<file path="config.mk">
export PLATFORM = sky130hd
export DESIGN_NAME = tx_stream_arbiter
export DESIGN_NICKNAME = d
export VERILOG_FILES = /design/src/rtl/tx_stream_arbiter.sv
export SDC_FILE = /design/constraint.sdc
export NUM_CORES = 1
export LEC_CHECK = 0
export ABC_AREA = 1
export CORE_UTILIZATION = 57
export CTS_CLUSTER_DIAMETER = 30
export DETAILED_ROUTE_END_ITERATION = 10
export GPL_ROUTABILITY_DRIVEN = 0
export PLACE_DENSITY_LB_ADDON = 0.08
export SLEW_MARGIN = 15
export SYNTH_ARGS = -nofsm -noshare
export SYNTH_HDL_FRONTEND = slang
export SYNTH_SLANG_ARGS = --single-unit
</file>
<file path="constraint.sdc">
create_clock -name clk_i -period 2.7 [get_ports clk_i]
set_clock_uncertainty 0.05 [all_clocks]
set_input_delay 0.405 -clock clk_i [delete_from_list [all_inputs] [get_ports clk_i]]
set_output_delay 0.405 -clock clk_i [all_outputs]
set_load 0.02 [all_outputs]
</file>
<file path="src/rtl/tx_stream_arbiter.sv">
// Round-robin, packet-locking arbiter that shares one byte-wide transmit sink between NUM_REQ
// requester streams. A grant is released by a byte flagged last, or by a no-progress timeout.
module tx_stream_arbiter #(
  parameter int NUM_REQ        = 2,
  parameter int DATA_WIDTH     = 8,
  parameter int TIMEOUT_CYCLES = 5000000
) (
  input  logic                          clk_i,
  input  logic                          reset_i,
  input  logic [NUM_REQ-1:0]            req_valid_i,
  input  logic [NUM_REQ*DATA_WIDTH-1:0] req_data_i,
  input  logic [NUM_REQ-1:0]            req_last_i,
  output logic [NUM_REQ-1:0]            req_ready_o,
  output logic                          tx_valid_o,
  output logic [DATA_WIDTH-1:0]         tx_data_o,
  input  logic                          tx_ready_i,
  output logic [NUM_REQ-1:0]            grant_o,
  output logic                          busy_o,
  output logic                          timeout_o
);

  localparam int IDX_W = $clog2(NUM_REQ);
  localparam int CNT_W = $clog2(TIMEOUT_CYCLES);
  localparam logic [CNT_W-1:0] CNT_MAX  = CNT_W'(TIMEOUT_CYCLES - 1);
  localparam logic [IDX_W-1:0] IDX_LAST = IDX_W'(NUM_REQ - 1);

  typedef enum logic {IDLE, LOCKED} state_t;

  state_t             state_q, state_d;
  logic [IDX_W-1:0]   g_q, g_d;
  logic [IDX_W-1:0]   last_g_q, last_g_d;
  logic [CNT_W-1:0]   cnt_q, cnt_d;
  logic               timeout_q, timeout_d;
  logic [NUM_REQ-1:0] grant_q, grant_d;

  logic [IDX_W-1:0]   pick;
  logic               pick_found;
  logic               xfer;

  // Round-robin search: the requester after the last owner has the highest priority.
  always_comb begin
    int               idx;
    logic [IDX_W-1:0] idx_l;
    pick       = last_g_q;
    pick_found = 1'b0;
    idx        = 0;
    idx_l      = '0;
    for (int i = 1; i <= NUM_REQ; i++) begin
      idx   = (int'(last_g_q) + i) % NUM_REQ;
      idx_l = IDX_W'(idx);
      if (!pick_found && req_valid_i[idx_l]) begin
        pick       = idx_l;
        pick_found = 1'b1;
      end
    end
  end

  assign xfer = (state_q == LOCKED) && req_valid_i[g_q] && tx_ready_i;

  // State register
  always_ff @(posedge clk_i) begin
    // NOTE: non-blocking assignments so every register samples the values from before the edge.
    if (reset_i) begin
      state_q   <= IDLE;
      g_q       <= '0;
      last_g_q  <= IDX_LAST;
      cnt_q     <= '0;
      timeout_q <= 1'b0;
      grant_q   <= '0;
    end else begin
      state_q   <= state_d;
      g_q       <= g_d;
      last_g_q  <= last_g_d;
      cnt_q     <= cnt_d;
      timeout_q <= timeout_d;
      grant_q   <= grant_d;
    end
  end

  // Next-state logic
  always_comb begin
    // NOTE: every variable gets a default before the case so no path can infer a latch.
    state_d   = state_q;
    g_d       = g_q;
    last_g_d  = last_g_q;
    cnt_d     = cnt_q;
    timeout_d = 1'b0;
    grant_d   = grant_q;
    case (state_q)
      IDLE: begin
        grant_d = '0;
        if (pick_found) begin
          state_d        = LOCKED;
          g_d            = pick;
          cnt_d          = '0;
          grant_d[pick]  = 1'b1;
        end
      end
      LOCKED: begin
        // A transfer on the threshold cycle wins over the timeout.
        if (xfer) begin
          cnt_d = '0;
          if (req_last_i[g_q]) begin
            state_d  = IDLE;
            last_g_d = g_q;
            grant_d  = '0;
          end
        end else if (cnt_q == CNT_MAX) begin
          state_d   = IDLE;
          last_g_d  = g_q;
          grant_d   = '0;
          timeout_d = 1'b1;
        end else begin
          cnt_d = cnt_q + CNT_W'(1);
        end
      end
      default: begin
        state_d = IDLE;
        grant_d = '0;
      end
    endcase
  end

  // Output logic: zero-latency pass-through of the granted requester
  always_comb begin
    tx_valid_o  = 1'b0;
    tx_data_o   = '0;
    req_ready_o = '0;
    if (state_q == LOCKED) begin
      tx_valid_o       = req_valid_i[g_q];
      req_ready_o[g_q] = tx_ready_i;
      for (int k = 0; k < NUM_REQ; k++) begin
        if (g_q == IDX_W'(k)) tx_data_o = req_data_i[k*DATA_WIDTH +: DATA_WIDTH];
      end
    end
  end

  assign grant_o   = grant_q;
  assign busy_o    = (state_q == LOCKED);
  assign timeout_o = timeout_q;

endmodule

</file>
* Word level (Yosys, flattened, before mapping) *
Cells that the tools add are included.

storage, ports and cells
  register bits after elaboration = 29
  bits in latches = 0
  bits in writable memories = 0
  memory bits (read-only) = 0
  input bits = 23
  output and inout port bits = 15
  word-level logic and storage cells = 73
  memories = 0

cells by class
  add/sub/neg operators = 3
  $mul = 0
  divide/modulo/power cells = 0
  $lt $le $gt $ge = 6
  eq/ne operators = 6
  shift operators = 0
  muxes and demuxes = 38
  bitwise logic cells = 2
  reductions and logical operators = 12

operator list
  operator               count
  $mux 23                3
  $pmux 23 s2            1
  $add 23x1->23 const B  1
  $eq 23x23->1 const B   1
  $mux 1                 23
  $mux 8                 2
  $mux 2                 5
  $lt 1x2->1 const B     4
  $reduce_and 2->1       3
  $logic_and 1x1->1      5
  $pmux 2 s2             1
  $ne 3x1->1 const B     1
  $ne 3x2->1 const B     1
  $ne 3x3->1 const B     1
  $reduce_and 3->1       1
  $reduce_or 3->1        1
  $add 1x1->1 const B    2
  $and 2x2->2            1
  $demux 1 s1            2
  $ge 1x1->1 const B     2
  $ne 2x1->1 const B     1
  $ne 2x2->1 const B     1
  $pmux 1 s2             1
  $reduce_bool 2->1      1
  2 further kinds        2

* Depth between registers and ports, before layout *
Gate-level depths: netlist (run 1).

  depth in word-level cells = 13
  mapped depth = 11
  mapped depth without buffers = 11

* Worst setup path before layout (run 1) *
Ideal clock, no wire load.

  path type = register to output
  start = register state_q (netlist: busy_o)
  end = output tx_data_o[0]
  arrival = 1,241 ps
  data required time = 2,245 ps
  slack = 1,004 ps
  stages on the path, launching flop included = 5
  buffers on the path = 2
  cell sequence = dfxtp_1 -> buf_6 -> clkbuf_1 -> o21ai_0 -> nor2_1

on the way
  word-level cells in the longest chain between the ends = 1

ends and longest elaborated chain
  element                   line  source
  start: declaration        29    state_t state_q, state_d;
  start signal: assignment  71    state_q <= state_d;
  $mux 8                    129   if (state_q == LOCKED) begin
  end: declaration          15    output logic [DATA_WIDTH-1:0] tx_data_o,

No other way between the ends.

* Worst setup path in the final report (run 1) *
  start = register g_q
  end = output req_ready_o[1]

on the way
  word-level cells in the longest chain between the ends = 6
  elaborated cells on any way between the ends = 7
  those cells by class = order compare (2); mux (3); bitwise (1); reduce/logical (1)

ends and longest elaborated chain
  element                                                         line  source
  start: declaration                                              30    logic [IDX_W-1:0] g_q, g_d;
  start signal: assignment                                        72    g_q <= g_d;
  $lt 1x2->1 (implied by the code) or $ge 1x1->1 (tied branches)  131   req_ready_o[g_q] = tx_ready_i;
  $logic_and 1x1->1 (implied by the code)                         131
  $mux 1 (implied by the code)                                    131
  $demux 1 s1 *                                                   131
  $and 2x2->2 (no source line) *                                  n/a
  $mux 2 *                                                        129
  end: declaration                                                13    output logic [NUM_REQ-1:0] req_ready_o,

Every way passes the cells marked *; elsewhere a longest branch is shown, timed or not.

==> impl_metrics.py, run 1 <==
metrics = {
    "status": {
        "outcome": "finished clean",
    },
    "final_layout": {
        "fin_area_sq_um": 2700,
        "nFillCells": 330,
        "antenna_cells": 0,
        "stdcell_count": 445,
        "fin_util": 0.731,
        "fin_nets": 420,
        "drive_above_1_share": 0.141,
        "synthToLayoutAreaGrowth_pct": 21.5,
    },
    "clock_tree": {
        "postCtsSetupBuffers": 0,
        "cts_num_sinks": 29,
        "clk_latency_ns": 0.29,
        "clk_path_buf_depth": 2,
        "cts_max_level": 2,
        "cts_hold_buf": 0,
        "cts_tree": "yes",
        "cts.clk_slew.worst_paths_ns": 0.06,
        "cts_buffers": 5,
        "cts_resized": 0,
        "cts_root_buf": "clkbuf_8",
    },
    "yosys": {
        "synth.most_common_cell": "nand2_1",
        "synth-seq-area-share": 0.262,
        "synthFlopType": "dfxtp_1",
        "yosys.area.top_type_share": 0.262,
        "syn-num-nets": 381,
        "avgSynthCellArea_sq_um": 6.21,
        "synthCells": 357,
        "syn_area_sq_um": 2220,
        "synth_edf_count": 0,
        "ys_types": 31,
        "post-synth-top-area-cell": "dfxtp_1",
        "synth_area_leaders": "dfxtp_1, nand2_1, nor2_1, inv_1, nand3_1",
        "async_flop_share": 0,
        "synth_top_cells_by_count": "nand2_1, nor2_1, inv_1",
        "yosysWarnings": 0,
        "synth-seq-cells": 29,
    },
    "global_route": {
        "grt.total_usage": 0.321,
        "grt_pass1_wl_um": 10200,
        "grt_pass1_vias": 2196,
        "grt_max_degree": 19,
        "grt.overflow.total": 0,
        "antenna_found_initial": 0,
    },
    "critical_path": {
        "critPathMaxFanout": 14,
        "arrival_ns": 1.89,
        "worstSetupEndpointType": "primary output",
        "endpoint": "req_ready_o[1]",
        "r2r-start": "g_q",
        "start_kind": "flop",
        "reg2regPathDepth": 8,
        "crit_start": "g_q",
        "critPathKind": "flop to primary output",
        "regToRegSetupSlack_ns": 0.70,
        "r2r-end": "cnt_q[3]",
        "worstPathRequired_ns": 2.25,
    },
    "routing": {
        "drt-initial-drc-count": 170,
        "wl_met2_um": 2680,
        "wl_met1_um": 2640,
        "avgRoutedWirePerCell_um": 13.3,
        "dr.pass1.iters": 4,
        "postRouteAntennaNets": 0,
        "drcViolationCount": 0,
        "top_layer_used": "met4",
        "vias": 2381,
        "vias_per_cell": 5.35,
        "wl_met3_um": 515,
        "drt_wl_total_um": 5940,
    },
    "timing": {
        "fin_crit_ns": 2.35,
        "worstMarginPinSlew_ns": 0.579,
        "rsz0062_at_grt": "no",
        "setup_viol": 0,
        "fin_crit_sh": 0.870,
        "fin_ws_ns": 0.352,
        "fin_setup_tns_ns": 0,
        "drv_slew": 0,
        "hold_viol_final": 0,
        "hold_slack_ns": 0.416,
        "fmaxAchievable_mhz": 426,
        "slew_headroom": 0.611,
    },
    "floorplanning": {
        "row_count": 22,
        "dieArea_sq_um": 4150,
        "die_y_um": 64.4,
        "start_util": 0.601,
        "core_sq_um": 3690,
        "fp.dieW_um": 64.4,
        "ios": 38,
    },
    "hold_path": {
        "hp-class": "flop to flop",
    },
    "job": {
        "maxCapViolations": 0,
    },
    "power_and_ir_drop": {
        "switchingPower_mw": 0.302,
        "p_int_mw": 0.705,
        "powerDensity_nw_per_um2": 374,
        "pwr-share-seq": 0.444,
        "clockPowerShare": 0.346,
        "power_mw": 1.01,
        "ir_worst_vdd_mv": 0.403,
        "p_leak_nw": 1.18,
        "p_comb_frac": 0.210,
        "switching_share": 0.300,
    },
    "placement": {
        "placed_area_sq_um": 2610,
        "hpwl_um": 4560,
        "dp.cells": 437,
        "port_buffers": 37,
        "dp_slack_ns": 0.363,
    },
}
-- layout make-up --
type,count,area (sq um),share of cell area
inverters,49,184,0.0682
clock buffers,6,72.6,0.0269
flip-flops and latches,29,581,0.215
multi-input cells,270,1390,0.515
clock inverters,2,10.0,0.00371
repair buffers,41,400,0.149
well taps,48,60.1,0.0223
-- routing by layer --
layer	track usage	vias up
met2	0.529	84
met3	0.0821	11
met5	0	-
li1	-	1218
met1	0.402	1068
met4	0.111	0
-- critical path, cell delays in order (launching register included) --
cell and delay (ns):
dfxtp_1 0.58, inv_2 0.19, nor3_1 0.21, clkdlybuf4s50_1 0.62
-- kinds of logic (layout without fill, tap and decap cells) --
family,count (synthesis),count (layout),synth area share
adder cells (fa/ha/maj),1,1,0.00564
buffers and inverters,58,98,0.113
AND/OR/NAND/NOR,234,234,0.517
AO/OA/AOI/OAI,35,35,0.103
flip-flops,29,29,0.262
-- cell usage in the layout (no fill, tap or decap), drive strengths merged, types with 8 or more instances in the layout --
| cell type | count |
|---|---|
| inv | 49 |
| nor2 | 56 |
| nand3 | 38 |
| a21oi | 19 |
| nand4 | 14 |
| clkdlybuf4s50 | 37 |
| dfxtp | 29 |
| nand2 | 114 |
| o21ai | 14 |
| nor3 | 8 |
-- state kept, by name (all words and copies together) (netlist names) --
signal and flops:
last_g_q 1, timeout_o 1, g_q 1, cnt_q 23, busy_o 1, grant_o 2
-- power by group through the flow --
stage          combinational, mW  clock [mW]  sequential, mW
2_1_floorplan              0.128           0           0.455
3_3_place_gp               0.208           0           0.457
3_5_place_dp               0.211           0           0.457
4_1_cts                    0.212       0.353           0.447
5_1_grt                    0.233       0.375           0.449
6_report                   0.211       0.348           0.447
-- how the worst min path moves through the flow --
stage / start / to / cells past startpoint / slack [ns]
final: grant_o[1] / grant_o[1] / 2 / 0.42
after global routing: cnt_q[1] / cnt_q[1] / 2 / 0.48
after CTS: grant_o[1] / grant_o[1] / 2 / 0.42
after detailed placement: grant_o[1] / grant_o[1] / 2 / 0.41
after global placement: grant_o[0] / grant_o[0] / 2 / 0.40
after floorplan: cnt_q[0] / cnt_q[0] / 1 / 0.40
(Power assumes the default switching activity.)
==> run 2, diff against run 1 <==
--- a/config.mk
+++ b/config.mk
@@ -6,6 +6,7 @@
 export NUM_CORES = 1
 export LEC_CHECK = 0
 export ABC_AREA = 1
+export CORE_ASPECT_RATIO = 2
 export CORE_UTILIZATION = 57
 export CTS_CLUSTER_DIAMETER = 30
 export DETAILED_ROUTE_END_ITERATION = 10
==> run 2 against run 1 <==
  * Highest routed layer unchanged
  * Final cell count up 0.22%
  * Fmax down 1.1%
  * Largest cell class unchanged
  * Critical endpoint unchanged
  * Non-clock buffer count unchanged
  * Global-route usage up 1.8 points
  * Combinational power up 2%
  * Critical path type unchanged
  * Via count up 3.4%
  * Setup slack worse by 0.026 ns
  * Worst hold slack better by 0.0022 ns
==> impl_metrics.py, run 2 (synthesis results as in run 1) <==
metrics = {
    "timing": {
        "setup_viol": 0,
        "rsz0062_at_grt": "no",
        "slew_headroom": 0.678,
        "drv_slew": 0,
        "fmaxAchievable_mhz": 421,
        "hold_viol_final": 0,
        "fin_crit_sh": 0.879,
        "fin_crit_ns": 2.37,
        "fin_setup_tns_ns": 0,
        "worstMarginPinSlew_ns": 0.480,
    },
    "floorplanning": {
        "fp.dieW_um": 46.1,
        "start_util": 0.602,
        "core_sq_um": 3680,
        "dieArea_sq_um": 4160,
        "row_count": 31,
        "die_y_um": 90.2,
        "ios": 38,
    },
    "critical_path": {
        "arrival_ns": 1.92,
        "cp.depth": 3,
        "start_kind": "flop",
        "critPathTopFamily": "buffers and inverters",
        "worstSetupEndpointType": "primary output",
        "critPathKind": "flop to primary output",
        "crit_buf_inv": 2,
        "critPathMaxFanout": 14,
        "critPathSlowestCell": "clkdlybuf4s50_1",
        "reg2regPathDepth": 8,
        "crit_chain": "inv_2 -> nor3_1 -> clkdlybuf4s50_1",
        "worstPathRequired_ns": 2.25,
        "slowest_delay_ns": 0.62,
        "regToRegSetupSlack_ns": 0.71,
    },
    "clock_tree": {
        "cts_resized": 0,
        "cts_tree": "yes",
        "cts_root_buf": "clkbuf_8",
        "clk_latency_ns": 0.28,
        "cts_hold_buf": 0,
        "cts_buffers": 5,
        "cts_max_level": 2,
        "cts_num_sinks": 29,
        "clk_path_buf_depth": 2,
        "postCtsSetupBuffers": 0,
        "cts.clk_slew.worst_paths_ns": 0.07,
    },
    "routing": {
        "vias": 2462,
        "postRouteAntennaNets": 0,
        "vias_per_cell": 5.52,
        "drcViolationCount": 0,
        "drt_wl_total_um": 6360,
        "avgRoutedWirePerCell_um": 14.3,
        "drt-initial-drc-count": 94,
        "dr.pass1.iters": 4,
    },
    "placement": {
        "hpwl_um": 4870,
        "placed_area_sq_um": 2610,
        "port_buffers": 37,
        "dp.cells": 438,
    },
    "global_route": {
        "grt_pass1_vias": 2322,
        "grt_max_degree": 20,
        "grt.overflow.total": 0,
        "grt_pass1_wl_um": 10300,
        "antenna_found_initial": 0,
        "grt.total_usage": 0.339,
    },
    "hold_path": {
        "hold_depth": 2,
        "hp-class": "flop to flop",
    },
    "final_layout": {
        "seqCellArea_sq_um": 581,
        "fin_nets": 420,
        "fin_util": 0.733,
        "synthToLayoutAreaGrowth_pct": 21.7,
        "antenna_cells": 0,
        "largest_register_ffs": 23,
        "fin_area_sq_um": 2700,
        "multi_input_area_sq_um": 1390,
        "nFillCells": 331,
        "drive_above_1_share": 0.144,
        "largest_register": "cnt_q",
        "final_common_cell": "nand2_1",
        "stdcell_count": 446,
        "final_cell_mix": "nand2_1, nor2_1, inv_1",
    },
    "power_and_ir_drop": {
        "power_mw": 1.01,
        "p_comb_frac": 0.213,
        "powerDensity_nw_per_um2": 375,
        "switchingPower_mw": 0.309,
        "ir_worst_vdd_mv": 0.322,
        "clockPowerShare": 0.348,
        "p_leak_nw": 1.18,
        "switching_share": 0.305,
        "p_int_mw": 0.704,
        "pwr-share-seq": 0.439,
    },
    "status": {
        "outcome": "finished clean",
    },
    "job": {
        "maxCapViolations": 0,
    },
}
[run 2: changes by cell type in the layout (fill, tap and decap cells not counted), sizes merged]
cell and delta:
clkbuf -1, clkinvlp +1
[run 2: layer usage]
metal / track usage / vias to the layer above / wire length, um
met5: 0 / - / 0
met4: 0.199 / 0 / 416
met3: 0.0502 / 41 / 336
met2: 0.622 / 116 / 3400
met1: 0.317 / 1088 / 2210
li1: - / 1217 / -
[run 2: metrics by stage]
stage	hold WS, ns	setup WS (ns)
floorplan	0.400	1.00
global placement	0.403	0.429
detailed placement	0.412	0.389
CTS	0.421	0.295
global route	0.441	0.170
finish	0.419	0.326
[run 2: area by class of cell]
class                           count  share of cell area
Clock buffer                        5              0.0255
Clock inverter                      3             0.00649
Inverter                           49              0.0681
Multi-Input combinational cell    270               0.514
Sequential cell                    29               0.215
Tap cell                           49              0.0227
Timing Repair Buffer               41               0.148
[run 2: worst min-delay path, delay by kind of cell, from the launching register on]
family	cells	cell delay, ns
compound gates	1	0.05
flops	1	0.31
simple gates	1	0.06
[run 2: power by group through the flow]
stage                     combinational, mW  sequential, mW  clock, mW
after CTS                             0.215           0.445      0.359
after global routing                  0.235           0.446      0.379
after detailed placement              0.214           0.454          0
final                                 0.216           0.445      0.352
after global placement                0.210           0.454          0
after floorplan                       0.128           0.455          0
[run 2: path summary, 6_finish.rpt]
kind,start,endpoint
max,g_q,req_ready_o[1]
min,grant_o[0],grant_o[0]
max reg2reg,g_q,cnt_q[15]
min reg2reg,grant_o[0],grant_o[0]
